[src/rtl/wm_pkg.sv]
// wm_pkg: phase codes and actuator bundle shared by the wash controller and phase timer.
package wm_pkg;

    typedef enum logic [2:0] {
        IDLE       = 3'd0,
        LOCK       = 3'd1,
        FILL_WATER = 3'd2,
        HEAT_WATER = 3'd3,
        WASH       = 3'd4,
        RINSE      = 3'd5,
        SPIN       = 3'd6,
        DONE       = 3'd7
    } phase_t;

    typedef struct packed {
        logic water_valve;
        logic heater;
        logic motor;
        logic spin_fast;
        logic drain_pump;
        logic door_lock;
    } act_t;

    function automatic logic is_active(phase_t p);
        return p inside {FILL_WATER, HEAT_WATER, WASH, RINSE, SPIN};
    endfunction

    // A paused phase keeps only the door locked.
    function automatic act_t phase_act(phase_t p, logic paused);
        act_t a;
        a = '0;
        a.door_lock = p != IDLE && p != DONE;
        if (!paused) begin
            a.water_valve = p == FILL_WATER || p == RINSE;
            a.heater      = p == HEAT_WATER;
            a.motor       = p inside {WASH, RINSE, SPIN};
            a.spin_fast   = p == SPIN;
            a.drain_pump  = p == SPIN;
        end
        return a;
    endfunction

endpackage

[src/rtl/phase_watchdog.sv]
// phase_watchdog: counts unpaused cycles within a timed phase and flags when the
// next counted cycle would reach the timeout limit.
module phase_watchdog #(
    parameter int PHASE_TIMEOUT = 255,
    parameter int TO_W          = 8
) (
    input  logic            clock,
    input  logic            reset_n,
    input  logic            active,
    input  logic            pause,
    input  logic            clear,
    output logic [TO_W-1:0] phase_cnt,
    output logic            timeout
);

    logic tick;

    assign tick    = active && !pause;
    assign timeout = tick && phase_cnt == TO_W'(PHASE_TIMEOUT - 1);

    always_ff @(posedge clock or negedge reset_n)
        if (!reset_n) phase_cnt <= '0;
        else          phase_cnt <= clear ? '0 : tick ? phase_cnt + 1'b1 : phase_cnt;

endmodule

[src/rtl/wash_cycle_controller.sv]
// wash_cycle_controller: sequences lock/fill/heat/wash/rinse/spin with pause, cancel,
// cold-program heat skip, optional extra rinse and a per-phase watchdog.
module wash_cycle_controller
    import wm_pkg::*;
#(
    parameter int LOCK_CYCLES   = 4,
    parameter int PHASE_TIMEOUT = 255,
    parameter int TO_W          = 8
) (
    input  logic       clock,
    input  logic       reset_n,
    input  logic       start,
    input  logic       door_closed,
    input  logic       cold_prog,
    input  logic       extra_rinse,
    input  logic       pause,
    input  logic       cancel,
    input  logic       sig_Full,
    input  logic       sig_Temperature,
    input  logic       sig_Completed,
    output logic [2:0] state,
    output logic       water_valve,
    output logic       heater,
    output logic       motor,
    output logic       spin_fast,
    output logic       drain_pump,
    output logic       door_lock,
    output logic       done,
    output logic       fault
);

    localparam int LC_W = $clog2(LOCK_CYCLES + 1);

    phase_t          cur, nxt;
    act_t            act;
    logic            cold, rinse_left, rinse_pass, fault_nxt;
    logic            paused, flag, adv, timeout;
    logic [LC_W-1:0] lock_cnt;
    logic [TO_W-1:0] phase_cnt;

    phase_watchdog #(.PHASE_TIMEOUT(PHASE_TIMEOUT), .TO_W(TO_W)) u_wd (
        .clock    (clock),
        .reset_n  (reset_n),
        .active   (is_active(cur)),
        .pause    (pause),
        .clear    (nxt != cur),
        .phase_cnt(phase_cnt),
        .timeout  (timeout)
    );

    // Flags are ignored in a phase's first cycle: they may still be left over from the previous phase.
    assign paused = pause && is_active(cur);
    assign flag   = cur == FILL_WATER ? sig_Full
                  : cur == HEAT_WATER ? sig_Temperature
                  : cur inside {WASH, RINSE, SPIN} && sig_Completed;
    assign adv    = flag && phase_cnt != '0 && !paused;

    always_comb begin
        nxt       = cur;
        fault_nxt = fault;
        if (cancel && cur == LOCK)
            nxt = IDLE;
        else if (cancel && cur inside {FILL_WATER, HEAT_WATER, WASH, RINSE})
            nxt = SPIN;
        else if (timeout && !adv) begin
            nxt       = IDLE;
            fault_nxt = 1'b1;
        end else if (!paused)
            case (cur)
                IDLE:       nxt = start && door_closed && !fault ? LOCK : IDLE;
                LOCK:       nxt = !door_closed ? IDLE : lock_cnt == LC_W'(LOCK_CYCLES - 1) ? FILL_WATER : LOCK;
                FILL_WATER: nxt = !adv ? cur : rinse_pass ? RINSE : cold ? WASH : HEAT_WATER;
                HEAT_WATER: nxt = adv ? WASH : cur;
                WASH:       nxt = adv ? RINSE : cur;
                RINSE:      nxt = !adv ? cur : rinse_left ? FILL_WATER : SPIN;
                SPIN:       nxt = adv ? DONE : cur;
                DONE:       nxt = door_closed ? DONE : IDLE;
            endcase
    end

    always_ff @(posedge clock or negedge reset_n) begin
        if (!reset_n) begin
            cur        <= IDLE;
            act        <= '0;
            done       <= 1'b0;
            fault      <= 1'b0;
            cold       <= 1'b0;
            rinse_left <= 1'b0;
            rinse_pass <= 1'b0;
            lock_cnt   <= '0;
        end else begin
            cur      <= nxt;
            fault    <= fault_nxt;
            act      <= phase_act(nxt, pause && is_active(nxt));
            done     <= nxt == DONE;
            lock_cnt <= cur == LOCK && nxt == LOCK ? lock_cnt + 1'b1 : '0;
            if (cur == IDLE && nxt == LOCK) begin
                cold       <= cold_prog;
                rinse_left <= extra_rinse;
                rinse_pass <= 1'b0;
            end else if (cur == RINSE && nxt == FILL_WATER) begin
                rinse_left <= 1'b0;
                rinse_pass <= 1'b1;
            end
        end
    end

    assign state = cur;
    assign {water_valve, heater, motor, spin_fast, drain_pump, door_lock} = act;

endmodule

[config.mk]
export PLATFORM = sky130hd
export DESIGN_NAME = wash_cycle_controller
export DESIGN_NICKNAME = d
export VERILOG_FILES = /design/src/rtl/wm_pkg.sv /design/src/rtl/phase_watchdog.sv /design/src/rtl/wash_cycle_controller.sv
export SDC_FILE = /design/constraint.sdc
export NUM_CORES = 1
export LEC_CHECK = 0
export ABC_CLOCK_PERIOD_IN_PS = 4650
export CAP_MARGIN = 15
export CORE_MARGIN = 2
export CORE_UTILIZATION = 45
export DETAILED_ROUTE_END_ITERATION = 12
export DONT_BUFFER_PORTS = 1
export PLACE_DENSITY_LB_ADDON = 0.05
export SLEW_MARGIN = 30
export SYNTH_ARGS = -nofsm -noshare
export SYNTH_HDL_FRONTEND = slang
export SYNTH_HIERARCHICAL = 1
export SYNTH_SLANG_ARGS = --single-unit
[constraint.sdc]
create_clock -name clock -period 4.65 [get_ports clock]
set_clock_uncertainty 0.2 [all_clocks]
set_input_delay 0.93 -clock clock [delete_from_list [all_inputs] [get_ports clock]]
set_output_delay 0.93 -clock clock [all_outputs]
set_load 0.005 [all_outputs]
==> metrics, run 1 <==
syn avg cell area=9.56 um2; total routed wirelength=3.59 mm; PD cells=594 mW/mm2; Post-DRT Antenna Nets=0; Vias=1289; clock latency on the worst-skew pair=0.27 ns; Synth Instances=173; commonest non-fill, non-tap cell in the layout=dfrtp_1; status=finished, final reports clean; Reg area=601 um2; clk slew on worst S/H paths=0.09 ns; # diodes=0; CTS max path bufs=2; EDFF count, synth=0; initial drt markers=166; Worst Path Max Fanout=10; die span in y=64.6 um; largest net degree at the start of global routing=25; maximum VDD drop=260 uV; H-tree depth=1; hold slack=0.143 ns; share of layout cells above drive strength 1=12.4%; Synthesized Nets=188; # clock sinks=24; RSZ-0062 raised after global routing=false; synthesized flop and latch total=24; Via density=5.91; gpl congestion=0.939; final hold violations=0; critical path data arrival time=3.69 ns; reg2reg start=state[1]$_DFF_PN0_; most frequent cells in the layout=dfrtp_1, a21oi_1, nand2_1; Netlist Area Pre-Place=0.00165 mm2; critical path type=flop to flop; Reg2Reg Depth=12; reg2reg end=u_wd/phase_cnt[4]$_DFFE_PN0P_; gr ovfl total=0; Reg2Reg Setup Slack=0.98 ns; first-pass GRT wire length=6.11 mm; Initial Util=45.9%; Hold-fix buffers, CTS=0; Setup violations, final=0; Std-Cell Rows=22; Post-CTS Setup Inserts=0; DP Wirelength=2.65 mm; fin cells=218; post_cts resized=0; leak pwr=0.726 nW; # Max-Cap Violations=0; HP Class=input port to asynchronous set/reset pin; crit path capture type=flop; Multi-input gate area=936 um2; Worst-Margin Slew=0.903 ns; vias in the first global route=1241; fin nets=186; Main synth FF type=dfrtp_1; startpoint types=flop; FFs w/ async S/R, synth=100%; Yosys warnings=6; WP data required=4.67 ns; Max Freq=272 MHz; sequential fraction of the synthesis area=36.3%; total chip power=1.03 mW; initial antenna violation count=0; cts bufs inserted=3; Rel. slew slack=39.7%; Yosys cell types=63; Final Max Slew Viols=0; residual DRC count=0; placed cell count=214; fillers=365; die area=0.00418 mm2; Setup TNS Final=0 ns; min Tclk post-route=3.67 ns; CTS tree=built; WL per Instance=16.5 um; # IOs=22; Core Area=0.00361 mm2; IO Port Bufs=0; Root Buffer=clkbuf_8; chip width=64.6 um; Pre-antenna DRT Iters=4; Total GRT Usage=18.8%; fin crit share=79.0%; Synth-to-Final Area Change=4.46%
==> worst max-delay path, cell delays in order (launching register included) <==
cell	delay, ns
dfrtp_1	0.43
and3_1	0.18
nor2_1	0.23
nand3b_4	0.16
nor3_1	0.59
nand2b_1	0.14
a2bb2o_1	0.31
a2bb2oi_1	0.14
mux2_2	0.29
xnor2_1	0.08
or4_1	0.58
nor2b_1	0.16
mux2_2	0.15
==> sequential cells by signal, indices dropped and copies added, names as in the netlist <==
signal / count
water_valve: 1
door_lock: 1
cold: 1
drain_pump: 1
fault: 1
u_wd/phase_cnt: 8
motor: 1
lock_cnt: 3
heater: 1
done: 1
rinse_left: 1
state: 3
rinse_pass: 1
==> routing by layer <==
| metal | global-route usage, % | part of all wire, % |
|---|---|---|
| met4 | 2.39 | 0.45 |
| met3 | 4.86 | 4.8 |
| met1 | 25.7 | 47 |
| met2 | 30.7 | 48 |
| met5 | 0 | 0 |
==> where the power goes <==
group          internal (mW)  leakage, nW  switching [mW]  total (mW)
registers              0.258        0.315          0.0390       0.297
clock network          0.115       0.0357          0.0679       0.183
logic                  0.216        0.375           0.331       0.547
==> through the flow <==
stage	worst slack (ns)	util, %	instance area [um2]
after floorplan	1.08	-	1650
after global placement	0.966	45.9	1660
after detailed placement	0.858	45.9	1660
after CTS	0.970	47.9	1730
after global routing	0.631	47.9	1730
final	0.977	47.9	1730
==> synthesized netlist by cell type, drive strengths merged, types with 2 or more instances <==
master	instances	area share, %
dfrtp	24	36
and2	2	0.76
nor3b	3	1.7
mux2	3	2.0
a31oi	3	1.1
o221ai	2	1.1
or4	4	1.8
a21boi	3	1.4
xnor2	3	1.6
nor4	5	1.9
nand4	2	1.1
a2bb2oi	2	1.1
nand3	2	0.61
a21oi	13	4.2
or3	2	0.76
nor2b	3	1.1
o21a	2	0.91
buf	10	4.8
o22ai	2	1.1
mux2i	6	3.6
nand3b	3	2.9
nand2b	6	2.7
a211oi	2	0.91
nor2	11	3.0
o211ai	2	1.2
a32o	2	1.2
nand2	12	2.9
inv	10	2.3
o31ai	3	1.4
o21ai	4	1.2
ha	4	3.0
nor3	3	0.91
==> how the worst max path moves through the flow <==
stage,end,slack (ns),start
2_1_floorplan,u_wd/phase_cnt[4]$_DFFE_PN0P_,1.08,state[0]$_DFF_PN0_
3_3_place_gp,u_wd/phase_cnt[4]$_DFFE_PN0P_,0.97,pause
3_5_place_dp,u_wd/phase_cnt[4]$_DFFE_PN0P_,0.86,pause
4_1_cts,u_wd/phase_cnt[4]$_DFFE_PN0P_,0.97,state[1]$_DFF_PN0_
5_1_grt,u_wd/phase_cnt[4]$_DFFE_PN0P_,0.63,state[1]$_DFF_PN0_
6_report,u_wd/phase_cnt[4]$_DFFE_PN0P_,0.98,state[1]$_DFF_PN0_
==> cells by family after synthesis <==
kind of cell / count (synthesis) / share of synthesized area [%]
simple gates: 64 / 24.9
compound gates: 48 / 20.9
flops: 24 / 36.3
buf+inv: 20 / 7.11
mux: 9 / 5.67
xor+xnor: 4 / 2.12
fa+ha+maj: 4 / 3.03
==> layout make-up <==
class / instances / share of cell area, %
inverter: 10 / 2.17
clock inverter: 1 / 1.74
tap: 48 / 3.48
timing repair buffer: 3 / 1.30
clock buffer: 3 / 2.39
sequential: 24 / 34.8
multi-input combinational: 129 / 54.2
(Power assumes the default switching activity.)
==> run 2: changes to the inputs <==
--- a/config.mk
+++ b/config.mk
@@ -5,7 +5,8 @@
 export SDC_FILE = /design/constraint.sdc
 export NUM_CORES = 1
 export LEC_CHECK = 0
-export ABC_CLOCK_PERIOD_IN_PS = 4650
+export ABC_AREA = 1
+export ABC_CLOCK_PERIOD_IN_PS = 3000
 export CAP_MARGIN = 15
 export CORE_MARGIN = 2
 export CORE_UTILIZATION = 45
==> constraint.sdc (replaced) <==
create_clock -name clock -period 3 [get_ports clock]
set_clock_uncertainty 0.2 [all_clocks]
set_input_delay 0.6 -clock clock [delete_from_list [all_inputs] [get_ports clock]]
set_output_delay 0.6 -clock clock [all_outputs]
set_load 0.005 [all_outputs]
==> metrics, run 2 <==
Worst Path Buf+Inv=3; CTS max path bufs=2; Yosys warnings=6; largest family of logic cells by synthesized area=simple AND/OR/NAND/NOR gates; family with the most delay on the worst path=simple AND/OR/NAND/NOR gates; startpoint types=flop; critical path data arrival time=2.76 ns; initial drt markers=55; # Max-Cap Violations=0; gpl congestion=0.923; WL per Instance=13.3 um; NetSw=0.756 mW; vias in the first global route=1338; Root Buffer=clkbuf_4; XOR/XNOR share of the synthesized area=1.66%; commonest non-fill, non-tap cell in the layout=nand2_1; synthesized flop and latch total=24; hold slack=0.126 ns; placed cell count=256; CTS tree=built; synth top area cells=dfrtp_1, nand2_1, inv_1; EDFF count, synth=0; syn avg cell area=7.60 um2; Compound-Gate Fraction of Synth Area=9.34%; Netlist Area Pre-Place=0.00158 mm2; share of layout cells above drive strength 1=18.5%; Via density=5.02; fin nets=232; total chip power=1.53 mW; Pre-antenna DRT Iters=4; Worst Path Max Fanout=7; total routed wirelength=3.50 mm; largest stage delay on the critical path=0.47 ns; Total GRT Usage=19.1%; clock latency on the worst-skew pair=0.33 ns; Post-CTS Setup Inserts=0; mux cell area share after synthesis=0%; maximum VDD drop=339 uV; final hold violations=0; most used cell, CP=nand2_2; area share of fa/ha/maj cells after synthesis=3.17%; cts bufs inserted=3; biggest area consumer among synthesized cells=dfrtp_1; die area=0.00400 mm2; Synthesized Nets=223; Core Area=0.00336 mm2; synth cell count leaders=nand2_1, inv_1, nor2_1, dfrtp_1, nand3_1; Rel. slew slack=70.7%; Final Max Slew Viols=0; Post-DRT Antenna Nets=0; Synth Instances=208; Vias=1315; # IOs=22; crit path capture type=flop; chip width=63.3 um; WP data required=3.02 ns; most frequent cells in the layout=nand2_1, inv_1, nor2_1; residual DRC count=0; Clk pwr share=11.5%; min Tclk post-route=2.73 ns; Std-Cell Rows=21; Max stage delay cell, worst path=dfrtp_1; RSZ-0062 raised after global routing=false; IO Port Bufs=0; Initial Util=47.0%; worst slack, placed=0.271 ns; CP Cell Sequence=inv_2 -> nand2_2 -> nand2_2 -> nand2_2 -> nor4_1 -> buf_4 -> nand2_4 -> nand2_1 -> nand2_1 -> nand2_2 -> xor2_1 -> nand3b_1 -> inv_1 -> nand2_1 -> a21oi_1 -> nor2_1; Yosys cell types=31; DP Wirelength=2.77 mm; Setup TNS Final=0 ns; # diodes=0; Synth-to-Final Area Change=8.23%; flip-flop count of the largest register after layout=8; leak pwr=0.861 nW; first-pass GRT wire length=5.99 mm; simple-gate share of the synthesized area=36.7%; clk slew on worst S/H paths=0.14 ns; die span in y=63.3 um; fin crit share=91.2%; Setup violations, final=0; Yosys top cell area share=38.0%; combinational power share=59.3%; Max Freq=366 MHz; FFs w/ async S/R, synth=100%; count leader, synth=nand2_1; status=finished, final reports clean; Worst-Margin Slew=0.439 ns; largest net degree at the start of global routing=25; Main synth FF type=dfrtp_1; Final WS setup=0.265 ns; Flop pwr share=29.1%; HP Class=input port to flop; fin cells=262; sequential fraction of the synthesis area=38.0%; Largest Register=u_wd/phase_cnt; gr ovfl total=0; initial antenna violation count=0; # clock sinks=24; sw frac=49.5%; PD cells=892 mW/mm2; critical path type=flop to flop; P_int=0.770 mW; H-tree depth=1
-- run 2: cell types whose count changed in the layout (fill, tap and decap cells not counted), moves of 6 or more --
cell / before / now
inv_1: 9 / 31
mux2i_1: 6 / 0
nand2_1: 11 / 41
nand2_2: 1 / 7
nand3_1: 2 / 15
nor2_1: 10 / 27
-- run 2: area by class of cell --
class	count	area, um2
timing repair buffer	8	75.1
clock buffer	4	36.3
sequential	24	601
fill	362	1650
tap	46	57.6
inverter	36	135
multi-input combinational	144	806
-- run 2: layer usage --
metal	GRT usage [%]	vias up	share of wire [%]
met2	32.0	34	48
met3	3.39	7	6.2
li1	-	672	-
met5	0	-	0
met4	7.07	0	2.2
met1	24.7	602	44
-- run 2: power by group through the flow --
stage / Clock, mW / Combinational [mW] / Sequential, mW
final: 0.176 / 0.906 / 0.445
after global routing: 0.196 / 1.02 / 0.454
after CTS: 0.180 / 0.900 / 0.446
after detailed placement: 0 / 0.885 / 0.451
after global placement: 0 / 0.889 / 0.452
after floorplan: 0 / 0.722 / 0.424
-- run 2: through the flow --
stage	instance area [um2]	utilization [%]
3_5_place_dp	1640	48.8
6_report	1710	50.9
5_1_grt	1710	50.9
2_1_floorplan	1580	-
4_1_cts	1710	50.8
3_3_place_gp	1640	48.8
-- run 2: path summary, 6_finish.rpt --
path | start | to | slack [ns] | depth (start not counted)
max | state[2]$_DFF_PN0_ | u_wd/phase_cnt[6]$_DFFE_PN0P_ | 0.27 | 16
min | pause | motor$_DFF_PN0_ | 0.13 | 1
max reg2reg | state[2]$_DFF_PN0_ | u_wd/phase_cnt[6]$_DFFE_PN0P_ | 0.27 | 16
min reg2reg | lock_cnt[0]$_DFF_PN0_ | lock_cnt[0]$_DFF_PN0_ | 0.24 | 1
max in group asynchronous | reset_n | u_wd/phase_cnt[4]$_DFFE_PN0P_ | 1.97 | 2
min in group asynchronous | reset_n | fault$_DFFE_PN0P_ | 0.48 | 2
-- run 2: what timing repair did --
| item | 4_1_cts | 5_1_grt |
|---|---|---|
| hold buffers | 2 | 0 |
| setup endpoints to repair | 0 | 2 |
| gates resized for setup | 0 | 1 |
| endpoints found under the hold margin | 24 | 0 |
-- run 2: cell families (layout without fill, tap and decap cells) --
logic type | count (synthesis) | after routing
fa+ha+maj | 4 | 4
flops | 24 | 24
simple gates | 114 | 114
buf+inv | 40 | 48
compound gates | 23 | 23
xor+xnor | 3 | 3
==> run 3: changes to the inputs <==
--- a/config.mk
+++ b/config.mk
@@ -6,13 +6,14 @@
 export NUM_CORES = 1
 export LEC_CHECK = 0
 export ABC_AREA = 1
-export ABC_CLOCK_PERIOD_IN_PS = 3000
+export ABC_CLOCK_PERIOD_IN_PS = 2450
 export CAP_MARGIN = 15
 export CORE_MARGIN = 2
 export CORE_UTILIZATION = 45
 export DETAILED_ROUTE_END_ITERATION = 12
 export DONT_BUFFER_PORTS = 1
 export PLACE_DENSITY_LB_ADDON = 0.05
+export REMOVE_ABC_BUFFERS = 1
 export SLEW_MARGIN = 30
 export SYNTH_ARGS = -nofsm -noshare
 export SYNTH_HDL_FRONTEND = slang
==> constraint.sdc (replaced) <==
create_clock -name clock -period 2.45 [get_ports clock]
set_clock_uncertainty 0.2 [all_clocks]
set_input_delay 0.49 -clock clock [delete_from_list [all_inputs] [get_ports clock]]
set_output_delay 0.49 -clock clock [all_outputs]
set_load 0.005 [all_outputs]
==> metrics, run 3 (same netlist as run 2, synthesis figures left out) <==
vias in the first global route=1462; Core Util, Final=60.2%; crit path capture type=flop; Largest Register=u_wd/phase_cnt; Rel. slew slack=65.5%; min Tclk post-route=2.45 ns; Std-Cell Rows=21; # diodes=0; startpoint types=flop; residual DRC count=0; fin nets=255; Total GRT Usage=20.7%; Via density=5.02; Vias=1431; commonest non-fill, non-tap cell in the layout=nand2_1; gr ovfl total=0; initial drt markers=69; final hold violations=0; status=finished, final reports clean; H-tree depth=1; worst slack, placed=-0.0853 ns; clock latency on the worst-skew pair=0.32 ns; WHS Endpoint=cold$_DFFE_PN0P_; PD cells=1250 mW/mm2; RSZ-0062 raised after global routing=true; cts bufs inserted=3; clk slew on worst S/H paths=0.13 ns; # Max-Cap Violations=0; largest net degree at the start of global routing=25; share of layout cells above drive strength 1=36.4%; maximum VDD drop=626 uV; WP data required=2.48 ns; Final WS setup=0.00491 ns; HP Class=input port to flop; first-pass GRT wire length=6.55 mm; fin crit share=99.8%; Max Freq=409 MHz; Synth-to-Final Area Change=28.2%; reg2reg start=state[0]$_DFF_PN0_; finished layout cell area=0.00203 mm2; initial antenna violation count=0; CTS tree=built; Root Buffer=clkbuf_4; Pre-antenna DRT Iters=4; Initial Util=47.0%; chip width=63.3 um; flip-flop count of the largest register after layout=8; leak pwr=0.990 nW; DP Wirelength=2.86 mm; # IOs=22; # clock sinks=24; Setup violations, final=0; post-placement cell area=0.00176 mm2; Final Max Slew Viols=0; total routed wirelength=3.88 mm; fin cells=285; fillers=337; WL per Instance=13.6 um; Core Area=0.00336 mm2; Worst Hold Depth=2; Reg2Reg Depth=15; Post-DRT Antenna Nets=0; IO Port Bufs=0; die area=0.00400 mm2; die span in y=63.3 um; Worst Path Max Fanout=5; most frequent cells in the layout=nand2_1, inv_1, buf_4; Hold Startpoint=cold_prog; placed cell count=272; critical path data arrival time=2.47 ns; Worst-Margin Slew=0.518 ns; critical path type=flop to flop; CTS max path bufs=2; Reg2Reg Setup Slack=0.005 ns; reg2reg end=u_wd/phase_cnt[6]$_DFFE_PN0P_; gpl congestion=0.892
[run 3: changes by cell type in the layout (fill, tap and decap cells not counted), sizes merged]
cell         previous run  this run
dlygate4sd3             1         2
clkbuf                  4         3
bufinv                  0         1
buf                     7        29
[run 3: worst max-delay path by stage]
stage,cells after the start,slack [ns],to,startpoint
floorplan,15,-0.28,u_wd/phase_cnt[6]$_DFFE_PN0P_,state[2]$_DFF_PN0_
CTS,15,-0.0009,u_wd/phase_cnt[1]$_DFFE_PN0P_,state[2]$_DFF_PN0_
global placement,13,0.001,u_wd/phase_cnt[1]$_DFFE_PN0P_,state[0]$_DFF_PN0_
finish,15,0.005,u_wd/phase_cnt[6]$_DFFE_PN0P_,state[0]$_DFF_PN0_
detailed placement,13,-0.09,u_wd/phase_cnt[1]$_DFFE_PN0P_,state[0]$_DFF_PN0_
global route,17,-0.15,u_wd/phase_cnt[6]$_DFFE_PN0P_,state[0]$_DFF_PN0_
[run 3: critical path, stage by stage, from the launching register on]
cell,delay [ns]
dfrtp_2,0.47
buf_6,0.15
nor2_4,0.11
nand3_2,0.09
nand3_4,0.09
nand3_4,0.12
nand3b_1,0.14
nand3_2,0.10
nor2_4,0.11
nor2_4,0.04
xor2_1,0.14
nand3b_1,0.21
inv_2,0.12
nand2_2,0.08
a21oi_2,0.13
nor2_1,0.05
[run 3: layout make-up]
type                    count  area [um2]  area share [%]
clock buffers               3        22.5            1.11
repair buffers             31         254            12.5
multi-input cells         144         920            45.4
clock inverters             1        30.0            1.48
well taps                  46        57.6            2.84
inverters                  36         138            6.79
flip-flops and latches     24         604            29.8
[run 3: per-layer routing]
metal / routed length [um] / up-vias / track usage [%]
met5: 0 / - / 0
met4: 51 / 0 / 6.52
met3: 112 / 5 / 3.39
met2: 2070 / 22 / 37.8
met1: 1650 / 677 / 24.8
li1: - / 727 / -
[run 3: through the flow]
stage                     hold WS [ns]  power [mW]  setup TNS, ns
after CTS                      0.00456        2.37      -0.000870
after global placement        -0.00500        1.90              0
after global routing            0.0779        2.73          -1.08
after detailed placement      -0.00489        1.90         -0.152
after floorplan               -0.00559        1.34          -1.01
final                           0.0768        2.53              0
[run 3: what timing repair did]
item	4_1_cts	5_1_grt
hold endpoints to repair	24	28
buffers inserted	3	3
pin swaps	7	14
gates resized for setup	21	20
hold buffers	1	2
setup endpoints to repair	8	12
[run 3: report_power, final]
| group | switching, mW | internal (mW) | total [mW] |
|---|---|---|---|
| registers | 0.0674 | 0.477 | 0.544 |
| logic | 0.942 | 0.757 | 1.70 |
| clock network | 0.117 | 0.166 | 0.283 |
